==> src/rtl/constraint_sample_ctrl_pkg.sv <==
// ---------------------------------------------------------------------------
// constraint_sample_pkg
//
// Shared definitions for the constraint sampling sequencer:
//   - field widths and bit offsets of the packed candidate
//     {var_4, var_3, var_2, var_1, var_0}, var_0 in the low bits
//   - sample_state_e, the sequencer state type
//   - LFSR feedback tap mask and the fallback seed
//
// No ports; imported by the interface, the LFSR and the top level.
// ---------------------------------------------------------------------------
package constraint_sample_pkg;

    localparam int VAR0_W = 13;
    localparam int VAR1_W = 13;
    localparam int VAR2_W = 14;
    localparam int VAR3_W = 14;
    localparam int VAR4_W = 8;

    localparam int VAR0_OFF = 0;
    localparam int VAR1_OFF = VAR0_OFF + VAR0_W;
    localparam int VAR2_OFF = VAR1_OFF + VAR1_W;
    localparam int VAR3_OFF = VAR2_OFF + VAR2_W;
    localparam int VAR4_OFF = VAR3_OFF + VAR3_W;

    // Full candidate width falls out of the field layout (62 bits).
    localparam int CAND_W = VAR4_OFF + VAR4_W;

    typedef enum logic [2:0] {
        S_IDLE,
        S_GEN,
        S_CHECK,
        S_HOLD,
        S_FAIL
    } sample_state_e;

    // Taps 62,61,6,5 (1-based) are state bits 61,60,5,4.
    localparam logic [CAND_W-1:0] LFSR_TAP_MASK = {2'b11, 54'd0, 2'b11, 4'd0};

    localparam logic [CAND_W-1:0] SEED_DEFAULT = CAND_W'(1);

endpackage

==> src/rtl/constraint_sample_ctrl_if.sv <==
// ---------------------------------------------------------------------------
// constraint_sample_ctrl_if
//
// Bundles the two busses of the sequencer:
//   - checker side:  cand_o (candidate out), sat_i (all constraints met)
//   - consumer side: sol_valid_o / sol_ready_i handshake, sol_data_o
//
// master : the sequencer (drives candidate and solution)
// slave  : the environment (checker result and consumer ready)
// ---------------------------------------------------------------------------
interface constraint_sample_ctrl_if
    import constraint_sample_pkg::*;
#(
    parameter int VEC_W = CAND_W
);

    logic [VEC_W-1:0] cand_o;
    logic             sat_i;
    logic             sol_valid_o;
    logic             sol_ready_i;
    logic [VEC_W-1:0] sol_data_o;

    modport master (
        output cand_o,
        output sol_valid_o,
        output sol_data_o,
        input  sat_i,
        input  sol_ready_i
    );

    modport slave (
        input  cand_o,
        input  sol_valid_o,
        input  sol_data_o,
        output sat_i,
        output sol_ready_i
    );

endinterface

==> src/rtl/constraint_sample_ctrl_lfsr_gen.sv <==
// ---------------------------------------------------------------------------
// lfsr_gen
//
// Fibonacci LFSR with parallel load and a zero guard.
//
// Ports:
//   clk, rst_n   clock, asynchronous active-low reset (state <= SEED)
//   load_i       load load_val_i (SEED when load_val_i is zero)
//   load_val_i   value to load
//   step_i       advance one step
//   next_o       value the register takes on the next step
// ---------------------------------------------------------------------------
module lfsr_gen #(
    parameter int               WIDTH = 62,
    parameter logic [WIDTH-1:0] TAPS  = '0,
    parameter logic [WIDTH-1:0] SEED  = WIDTH'(1)
) (
    input  logic             clk,
    input  logic             rst_n,
    input  logic             load_i,
    input  logic [WIDTH-1:0] load_val_i,
    input  logic             step_i,
    output logic [WIDTH-1:0] next_o
);

    logic [WIDTH-1:0] state_q;
    logic [WIDTH-1:0] shifted;

    // Feedback is the parity of the tapped bits, shifted in at bit 0.
    // An all-zero register is the one lock-up state; it is replaced by SEED.
    always_comb begin
        shifted = {state_q[WIDTH-2:0], ^(state_q & TAPS)};
        next_o  = (shifted == '0) ? SEED : shifted;
    end

    always_ff @(posedge clk or negedge rst_n) begin
        if (!rst_n) begin
            state_q <= SEED;
        end else if (load_i) begin
            state_q <= (load_val_i == '0) ? SEED : load_val_i;
        end else if (step_i) begin
            state_q <= next_o;
        end
    end

endmodule

==> src/rtl/constraint_sample_ctrl.sv <==
// ---------------------------------------------------------------------------
// constraint_sample_ctrl
//
// Drives pseudo-random candidates into a combinational constraint checker,
// samples its single "all satisfied" bit and hands satisfying candidates to
// a consumer over valid/ready. Each solution gets at most MAX_TRIES
// candidates; running out ends the run with a done_o + fail_o pulse.
// Every attempt takes two cycles: GEN (new candidate) then CHECK (sample).
//
// Ports:
//   clk, rst_n      clock, asynchronous active-low reset
//   start_i         start a run (IDLE only); captures seed_i, num_samples_i
//   abort_i         cancel a run in any non-IDLE state, no done/fail pulse
//   seed_i          LFSR seed, zero selects DEFAULT_SEED
//   num_samples_i   solutions requested, zero means one
//   bus             checker and consumer busses (master modport)
//   busy_o          high outside IDLE
//   done_o          one-cycle pulse at the end of a run
//   fail_o          one-cycle pulse with done_o when the attempt limit hits
//   attempts_o      candidates tried for the current solution
//   samples_o       solutions accepted so far in this run
//
// Build option SAMPLE_STATS_EN adds lifetime counters:
//   total_tries_o   GEN steps across all runs, saturating
//   total_fails_o   number of FAIL entries, saturating
// Both clear only on rst_n.
// ---------------------------------------------------------------------------
module constraint_sample_ctrl
    import constraint_sample_pkg::*;
#(
    parameter int                VEC_W        = CAND_W,
    parameter int                MAX_TRIES    = 1000,
    parameter int                TRY_W        = 16,
    parameter int                CNT_W        = 8,
    parameter logic [VEC_W-1:0]  DEFAULT_SEED = SEED_DEFAULT
) (
    input  logic                      clk,
    input  logic                      rst_n,
    input  logic                      start_i,
    input  logic                      abort_i,
    input  logic [VEC_W-1:0]          seed_i,
    input  logic [CNT_W-1:0]          num_samples_i,
    constraint_sample_ctrl_if.master  bus,
    output logic                      busy_o,
    output logic                      done_o,
    output logic                      fail_o,
    output logic [TRY_W-1:0]          attempts_o,
    output logic [CNT_W-1:0]          samples_o
`ifdef SAMPLE_STATS_EN
   ,output logic [31:0]               total_tries_o,
    output logic [15:0]               total_fails_o
`endif
);

    sample_state_e    state_q;
    logic [VEC_W-1:0] cand_q;
    logic             sol_valid_q;
    logic [CNT_W-1:0] target_q;

    logic [VEC_W-1:0] lfsr_next;
    logic             lfsr_load;
    logic             lfsr_step;
    logic             abort_run;
    logic             accept;
    logic             limit_hit;
    logic             fail_entry;
    logic [CNT_W-1:0] samples_inc;

    // The solution is the candidate itself; holding cand_q in HOLD keeps
    // both stable until the consumer takes it.
    assign bus.cand_o      = cand_q;
    assign bus.sol_data_o  = cand_q;
    assign bus.sol_valid_o = sol_valid_q;

    // abort_i is ignored in IDLE so that start_i wins when both are high.
    assign abort_run   = abort_i && (state_q != S_IDLE);
    assign accept      = sol_valid_q && bus.sol_ready_i;
    assign limit_hit   = (attempts_o >= TRY_W'(MAX_TRIES));
    assign fail_entry  = (state_q == S_CHECK) && !abort_run && !bus.sat_i && limit_hit;
    assign samples_inc = samples_o + CNT_W'(1);
    assign lfsr_load   = (state_q == S_IDLE) && start_i;
    assign lfsr_step   = (state_q == S_GEN) && !abort_run;

    lfsr_gen #(
        .WIDTH (VEC_W),
        .TAPS  (LFSR_TAP_MASK),
        .SEED  (DEFAULT_SEED)
    ) u_lfsr (
        .clk        (clk),
        .rst_n      (rst_n),
        .load_i     (lfsr_load),
        .load_val_i (seed_i),
        .step_i     (lfsr_step),
        .next_o     (lfsr_next)
    );

    // Sequencer. Outputs are registered on the transition that enters a
    // state, so sol_valid_o is high for exactly the HOLD cycles and the
    // done/fail pulse lines up with the single FAIL cycle.
    always_ff @(posedge clk or negedge rst_n) begin
        if (!rst_n) begin
            state_q     <= S_IDLE;
            cand_q      <= '0;
            sol_valid_q <= 1'b0;
            target_q    <= '0;
            busy_o      <= 1'b0;
            done_o      <= 1'b0;
            fail_o      <= 1'b0;
            attempts_o  <= '0;
            samples_o   <= '0;
        end else begin
            done_o <= 1'b0;
            fail_o <= 1'b0;
            if (abort_run) begin
                // A handshake finishing in the abort cycle is still counted.
                if (accept) begin
                    samples_o <= samples_inc;
                end
                sol_valid_q <= 1'b0;
                busy_o      <= 1'b0;
                state_q     <= S_IDLE;
            end else begin
                case (state_q)
                    S_IDLE: begin
                        if (start_i) begin
                            attempts_o <= '0;
                            samples_o  <= '0;
                            target_q   <= (num_samples_i == '0) ? CNT_W'(1) : num_samples_i;
                            busy_o     <= 1'b1;
                            state_q    <= S_GEN;
                        end
                    end
                    S_GEN: begin
                        cand_q <= lfsr_next;
                        if (attempts_o != '1) begin
                            attempts_o <= attempts_o + TRY_W'(1);
                        end
                        state_q <= S_CHECK;
                    end
                    S_CHECK: begin
                        if (bus.sat_i) begin
                            sol_valid_q <= 1'b1;
                            state_q     <= S_HOLD;
                        end else if (limit_hit) begin
                            done_o  <= 1'b1;
                            fail_o  <= 1'b1;
                            state_q <= S_FAIL;
                        end else begin
                            state_q <= S_GEN;
                        end
                    end
                    S_HOLD: begin
                        if (accept) begin
                            sol_valid_q <= 1'b0;
                            samples_o   <= samples_inc;
                            attempts_o  <= '0;
                            if (samples_inc == target_q) begin
                                done_o  <= 1'b1;
                                busy_o  <= 1'b0;
                                state_q <= S_IDLE;
                            end else begin
                                state_q <= S_GEN;
                            end
                        end
                    end
                    S_FAIL: begin
                        busy_o  <= 1'b0;
                        state_q <= S_IDLE;
                    end
                    default: begin
                        sol_valid_q <= 1'b0;
                        busy_o      <= 1'b0;
                        state_q     <= S_IDLE;
                    end
                endcase
            end
        end
    end

`ifdef SAMPLE_STATS_EN
    // Lifetime counters survive across runs and aborts; only rst_n clears.
    always_ff @(posedge clk or negedge rst_n) begin
        if (!rst_n) begin
            total_tries_o <= '0;
            total_fails_o <= '0;
        end else begin
            if (lfsr_step && (total_tries_o != '1)) begin
                total_tries_o <= total_tries_o + 32'd1;
            end
            if (fail_entry && (total_fails_o != '1)) begin
                total_fails_o <= total_fails_o + 16'd1;
            end
        end
    end
`else
    logic unused_fail_entry;
    assign unused_fail_entry = fail_entry;
`endif

endmodule

==> src/flat_wrapper.sv <==
// flat-port wrapper written by rule: the top's interface ports become plain ports
module constraint_sample_ctrl_flat import constraint_sample_pkg::*;
#(
    parameter int                VEC_W        = CAND_W,
    parameter int                MAX_TRIES    = 1000,
    parameter int                TRY_W        = 16,
    parameter int                CNT_W        = 8,
    parameter logic [VEC_W-1:0]  DEFAULT_SEED = SEED_DEFAULT
)
  (clk, rst_n, start_i, abort_i, seed_i, num_samples_i, busy_o, done_o, fail_o, attempts_o, samples_o, bus_cand_o, bus_sol_valid_o, bus_sol_data_o, bus_sat_i, bus_sol_ready_i);
  constraint_sample_ctrl_if #(.VEC_W(VEC_W)) bus_i ();
  input  logic clk;
  input  logic rst_n;
  input  logic start_i;
  input  logic abort_i;
  input  logic [VEC_W-1:0] seed_i;
  input  logic [CNT_W-1:0] num_samples_i;
  output logic busy_o;
  output logic done_o;
  output logic fail_o;
  output logic [TRY_W-1:0] attempts_o;
  output logic [CNT_W-1:0] samples_o;
  output wire logic [$bits(bus_i.cand_o)-1:0] bus_cand_o;
  output wire logic [$bits(bus_i.sol_valid_o)-1:0] bus_sol_valid_o;
  output wire logic [$bits(bus_i.sol_data_o)-1:0] bus_sol_data_o;
  input wire logic [$bits(bus_i.sat_i)-1:0] bus_sat_i;
  input wire logic [$bits(bus_i.sol_ready_i)-1:0] bus_sol_ready_i;
  assign bus_cand_o = bus_i.cand_o;
  assign bus_sol_valid_o = bus_i.sol_valid_o;
  assign bus_sol_data_o = bus_i.sol_data_o;
  assign bus_i.sat_i = bus_sat_i;
  assign bus_i.sol_ready_i = bus_sol_ready_i;
  constraint_sample_ctrl #(.VEC_W(VEC_W), .MAX_TRIES(MAX_TRIES), .TRY_W(TRY_W), .CNT_W(CNT_W), .DEFAULT_SEED(DEFAULT_SEED)) u_core (.clk(clk), .rst_n(rst_n), .start_i(start_i), .abort_i(abort_i), .seed_i(seed_i), .num_samples_i(num_samples_i), .bus(bus_i), .busy_o(busy_o), .done_o(done_o), .fail_o(fail_o), .attempts_o(attempts_o), .samples_o(samples_o));
endmodule
==> config.mk <==
export PLATFORM = sky130hd
export DESIGN_NAME = constraint_sample_ctrl_flat
export DESIGN_NICKNAME = d
export VERILOG_FILES = /design/src/rtl/constraint_sample_ctrl_pkg.sv /design/src/rtl/constraint_sample_ctrl_if.sv /design/src/rtl/constraint_sample_ctrl_lfsr_gen.sv /design/src/rtl/constraint_sample_ctrl.sv /design/src/flat_wrapper.sv
export SDC_FILE = /design/constraint.sdc
export NUM_CORES = 1
export LEC_CHECK = 0
export CAP_MARGIN = 20
export CORE_MARGIN = 2
export CORE_UTILIZATION = 48
export CTS_CLUSTER_DIAMETER = 150
export DETAILED_ROUTE_END_ITERATION = 6
export GPL_TIMING_DRIVEN = 0
export HOLD_SLACK_MARGIN = 0.03
export PLACE_DENSITY_LB_ADDON = 0.3
export SETUP_SLACK_MARGIN = 0.15
export SYNTH_ARGS = -nofsm -noshare
export SYNTH_HDL_FRONTEND = slang
export SYNTH_SLANG_ARGS = --single-unit
==> constraint.sdc <==
create_clock -name clk -period 2.6 [get_ports clk]
set_clock_uncertainty 0.05 [all_clocks]
set_input_delay 0.65 -clock clk [delete_from_list [all_inputs] [get_ports clk]]
set_output_delay 0.65 -clock clk [all_outputs]
set_load 0.05 [all_outputs]
==> metrics.csv, run 1 <==
metric,value,unit
wl_per_cell,16.7,um
endpoint_kind,output port,
p_int,8.04,mW
powerDensity,1350,nW/um^2
cts_tree,built,
drive_gt1_frac,0.119,
nNetsFinal,1187,
grt_pass1_wl,34.9,mm
r2r_setup_slack,300,ps
fmax,413,MHz
worstMarginPinSlew,642,ps
dieArea,17100,um^2
p_comb_frac,0.516,
layout_commonest_cell,nand2_1,
tns,0,ps
p_leak,5.76,nW
cts_sinks,163,
synthMuxAreaShare,0.0101,
vias,7298,
cts_max_level,4,
maxCapViolations,0,
synth_area_per_cell,8.97,um^2
ys_seq_elements,163,
clock_path_buffers,2,
finalCritPeriodShare,0.931,
p_sw,6.93,mW
pin_count,228,
cpPeakStageDelay,790,ps
synth-xor-area-share,0.0216,
start_util,0.489,
syn_nets,938,
initialDrtViolationCount,610,
antenna_found_initial,0,
pre_cts_slack,-834,ps
critPathRequiredTime,1900,ps
routabilityCongestion,0.982,
vias_per_cell,5.46,
yosys_warnings,0,
die_h,131,um
synth_simple_gate_area_share,0.273,
drcViolationCount,0,
power_frac_seq,0.298,
hpwl,16.4,mm
area_delta_synth_final,44.3,%
core,15800,um^2
chipWidth,131,um
p_clk_frac,0.187,
cpMaxStageDelayCell,clkdlybuf4s50_1,
setup_viol,0,
port_buffers,227,
hold_viol_final,0,
outcome,finished clean,
report.final.slew_viol_count,0,
seq_area_frac_synth,0.529,
cts_root_buffer,clkbuf_16,
drtAntennaViolNets,0,
grt_pass1_vias,7010,
worstPathMaxFanout,3,
routed_wl,22.3,mm
synth_edf_count,0,
worstSetupStartpointType,flop,
hold_path_class,primary input to asynchronous set/reset pin,
arrival,1720,ps
p_sw_frac,0.463,
synthAdderAreaFrac,0.00487,
rows,46,
synthesis.area,7710,um^2
synth_cell_types,47,
grt_usage,0.265,
synthArstFlopShare,1.00,
grt_max_degree,119,
layout_common_cells,"nand2_1, clkdlybuf4s50_1, dfrtp_1",
fin_ws,180,ps
timing.critical_path.cells,buf_4 > clkdlybuf4s50_1,
relSlewSlack,0.568,
min_period,2420,ps
ir_worst_vdd,0.953,mV
cts_made_buffers,17,
first_pass_iters,5,
worstSetupPathType,flop to output port,
grt_overflow_total,0,
rsz0062_at_grt,no,
synth_top_family_by_area,simple AND/OR/NAND/NOR gates,
postLayoutCoreUtil,0.705,
worstSkewPairLatency,430,ps
cts.clk_slew.worst_paths,70,ps
diodes,0,
synth_compound_area_frac,0.0768,
syn_inst,859,
synthFlopType,dfrtp_1,
kinds of logic after synthesis:
kind of cell | Yosys count
simple gates | 473
flops | 163
buf+inv | 105
compound gates | 89
xor+xnor | 19
mux | 7
fa+ha+maj | 3
synth_stat cells (3+ instances only):
master	instances	area share
dfrtp_1	162	0.53
a221o_1	9	0.012
and2_1	10	0.0081
xor2_1	5	0.0057
nand4_1	14	0.011
nor3_1	13	0.0084
o21ai_0	24	0.016
nand3_1	65	0.042
ha_1	3	0.0049
o211ai_1	3	0.0029
nor4_1	39	0.032
nor2_1	31	0.015
mux2_2	6	0.0088
buf_2	5	0.0032
xnor2_1	14	0.016
a31oi_1	4	0.0032
nand2b_1	3	0.0024
clkbuf_1	24	0.012
a21oi_1	17	0.011
o31ai_1	10	0.0097
nor2b_1	3	0.0024
or4_1	4	0.0039
buf_4	64	0.062
nand2_1	280	0.14
a21o_1	11	0.011
buf_1	4	0.0019
inv_1	7	0.0034
cell type report:
class | count | area (um^2)
clock buffers | 17 | 425
plain buffers | 98 | 632
well taps | 216 | 270
multi-input cells | 591 | 3060
inverters | 7 | 26.3
fillers | 1251 | 4650
flip-flops and latches | 163 | 4080
clock inverters | 15 | 230
repair buffers | 230 | 2400
stage by stage:
step	hold WS [ps]	cell area, um^2	power (mW)	std cells
floorplan	304	7710	9.63	859
global placement	433	10300	12.1	1302
detailed placement	438	10300	12.2	1303
CTS	67.1	11000	15.0	1337
global route	77.8	11100	15.7	1337
finish	57.3	11100	15.0	1337
worst max-delay path: cells and delay by family (launching register included):
kind / cells / cell delay [ps]
buffers and inverters: 2 / 910
DFF: 1 / 380
power groups by stage:
| stage | Sequential (mW) | Combinational, mW | Clock (mW) |
|---|---|---|---|
| finish | 4.45 | 7.72 | 2.79 |
| global route | 4.59 | 8.24 | 2.92 |
| CTS | 4.44 | 7.77 | 2.82 |
| detailed placement | 4.47 | 7.77 | 0 |
| floorplan | 5.72 | 3.92 | 0 |
| global placement | 4.44 | 7.66 | 0 |
path summary, 6_finish.rpt:
kind,startpoint,to,depth (start not counted)
worst max register to register,u_core.state_q[2],u_core.u_lfsr.state_q[31],7
min in group clk,u_core.bus.cand_o[40],u_core.bus.cand_o[40],2
worst max-delay path,u_core.bus.cand_o[21],bus_sol_data_o[21],2
worst min register to register,u_core.bus.cand_o[40],u_core.bus.cand_o[40],2
max in group asynchronous,rst_n,u_core.bus.cand_o[39],2
worst min-delay path,rst_n,u_core.samples_o[5],1
metal layers:
| metal | vias up | GRT usage | share of wire |
|---|---|---|---|
| met5 | - | 0 | 0 |
| met2 | 373 | 0.407 | 0.47 |
| met3 | 47 | 0.0607 | 0.085 |
| li1 | 3377 | - | - |
| met1 | 3501 | 0.372 | 0.42 |
| met4 | 0 | 0.0995 | 0.026 |
registers in the layout, summed over array words and instances (netlist names):
name / count
u_core.bus.cand_o: 62
u_core.busy_o: 1
u_core.u_lfsr.state_q: 62
u_core.samples_o: 8
u_core.state_q: 3
u_core.attempts_o: 16
u_core.target_q: 8
u_core.fail_o: 1
u_core.bus.sol_valid_o: 1
u_core.done_o: 1
what timing repair did:
| item | in CTS | in global routing |
|---|---|---|
| hold buffers | 0 | 0 |
| resized for setup | 29 | 60 |
| endpoints found under the setup margin | 90 | 126 |
| setup buffers | 2 | 0 |
| pin swaps | 1 | 0 |
(Power assumes the default switching activity.)
==> inputs of run 2 (changes only) <==
Settings changed: CORE_MARGIN 2 to 5.
==> metrics.csv, run 2 (same netlist as run 1, synthesis figures left out) <==
metric,value,unit
outcome,"finished, violations left",
failed_checks,design-rule violations,
fillers,1274,
worstPathMaxFanout,3,
chipWidth,137,um
wl_per_cell,17.2,um
worstSkewPairLatency,420,ps
post_cts.repair.setup_buffers,0,
clock_path_buffers,2,
r2r_setup_slack,330,ps
grt_max_degree,101,
first_pass_iters,7,
hold_path_class,primary input to asynchronous set/reset pin,
cts_made_buffers,17,
initialDrtViolationCount,506,
worstMarginPinSlew,578,ps
hpwl,17.3,mm
regArea,4080,um^2
p_leak,5.60,nW
ir_worst_vdd,0.868,mV
relSlewSlack,0.611,
critPathTopFamily,buffers and inverters,
worst_hold_slack,98.2,ps
maxCapViolations,0,
worstSetupStartpointType,flop,
hold_viol_final,0,
report.final.slew_viol_count,0,
cts_tree,built,
layout_common_cells,"nand2_1, clkdlybuf4s50_1, dfrtp_1",
fin_ws,174,ps
setup_viol,0,
vias_per_cell,5.35,
pre_cts_slack,-875,ps
drtAntennaViolNets,0,
min_period,2430,ps
cpPeakStageDelay,790,ps
multiInputGateArea,3030,um^2
fmax,412,MHz
drcViolationCount,2,
routed_wl,23.1,mm
endpoint_kind,output port,
hold_buffers,0,
area_delta_synth_final,43.1,%
cpMaxStageDelayCell,clkdlybuf4s50_1,
die_h,137,um
reg2reg_depth,5,
cts_root_buffer,clkbuf_16,
rows,46,
rsz0062_at_grt,no,
cts_sinks,163,
cts.clk_slew.worst_paths,60,ps
rr_endpoint,u_core.u_lfsr.state_q[54],
layout_commonest_cell,nand2_1,
grt_pass1_wl,36.2,mm
critPathRequiredTime,1900,ps
worstSetupPathType,flop to output port,
finalCritPeriodShare,0.933,
cts_max_level,4,
grt_pass1_vias,6997,
pin_count,228,
timing.critical_path.cells,buf_4 > clkdlybuf4s50_1,
vias,7168,
grt_usage,0.248,
nNetsFinal,1185,
routabilityCongestion,0.931,
postPlaceCellArea,10300,um^2
final_area,11000,um^2
start_util,0.487,
arrival,1730,ps
critPathBufInv,2,
port_buffers,227,
powerDensity,1340,nW/um^2
dieArea,18700,um^2
core,15800,um^2
drive_gt1_frac,0.112,
regToRegStartpoint,u_core.state_q[2],
antenna_found_initial,5,
grt_overflow_total,0,
## run 2: changes by cell type in the layout (fill, tap and decap cells not counted), moves of 2 or more
cell and change:
nor4_2 -2, diode_2 +5, clkbuf_8 +2, nor4_1 +3
dlygate4sd2_1 -6, buf_4 -2, clkbuf_1 +2, clkinv_4 -2
dlymetal6s2s_1 -6, clkdlybuf4s50_1 +12, clkbuf_2 -2, bufinv_16 -2
## run 2: report_power, final
part           leakage, nW  switching [mW]  internal, mW  total, mW
combinational         3.24            4.96          2.79       7.76
sequential            2.07           0.900          3.54       4.44
clock                0.292            1.04          1.56       2.60
total                 5.60            6.91          7.89       14.8
## run 2: how the worst max path moves through the flow
stage | startpoint | endpoint | slack [ps] | cells past startpoint
final | u_core.bus.cand_o[52] | bus_sol_data_o[52] | 170 | 2
after CTS | u_core.bus.cand_o[55] | bus_sol_data_o[55] | 150 | 2
after floorplan | u_core.attempts_o[0] | u_core.attempts_o[5] | 270 | 7
after global routing | u_core.bus.cand_o[25] | bus_sol_data_o[25] | 140 | 2
after detailed placement | start_i | u_core.u_lfsr.state_q[53] | -870 | 6
after global placement | rst_n | u_core.bus.cand_o[13] | -5780 | 1
## run 2: area by class of cell
cell class / count / share of cell area
tap: 216 / 0.0245
antenna: 5 / 0.00113
multi-input combinational: 591 / 0.275
buffer: 98 / 0.0570
clock inverter: 12 / 0.0139
clock buffer: 19 / 0.0410
inverter: 7 / 0.00238
timing repair buffer: 228 / 0.216
sequential: 163 / 0.370
## run 2: stage by stage
| step | std cells | total power, mW | TNS, ps | utilization |
|---|---|---|---|---|
| 2_1_floorplan | 859 | 9.63 | 0 | - |
| 3_3_place_gp | 1302 | 12.1 | -989710 | 0.648 |
| 3_5_place_dp | 1303 | 12.3 | -51310 | 0.650 |
| 4_1_cts | 1334 | 14.9 | 0 | 0.689 |
| 5_1_grt | 1339 | 15.6 | 0 | 0.697 |
| 6_report | 1339 | 14.8 | 0 | 0.697 |
## run 2: metal layers
metal  track usage  share of wire  vias to the layer above  routed length, um
met4         0.107          0.031                        0                707
met2         0.373           0.46                      311              10700
met5             0              0                        -                  0
met3        0.0471          0.082                       44               1890
met1         0.352           0.42                     3421               9790
li1              -              -                     3392                  -
## run 2: timing repair
action,in CTS,in global routing
setup endpoints to repair,84,103
gates resized for setup,21,47
pin swaps,0,0
endpoints found under the hold margin,0,0
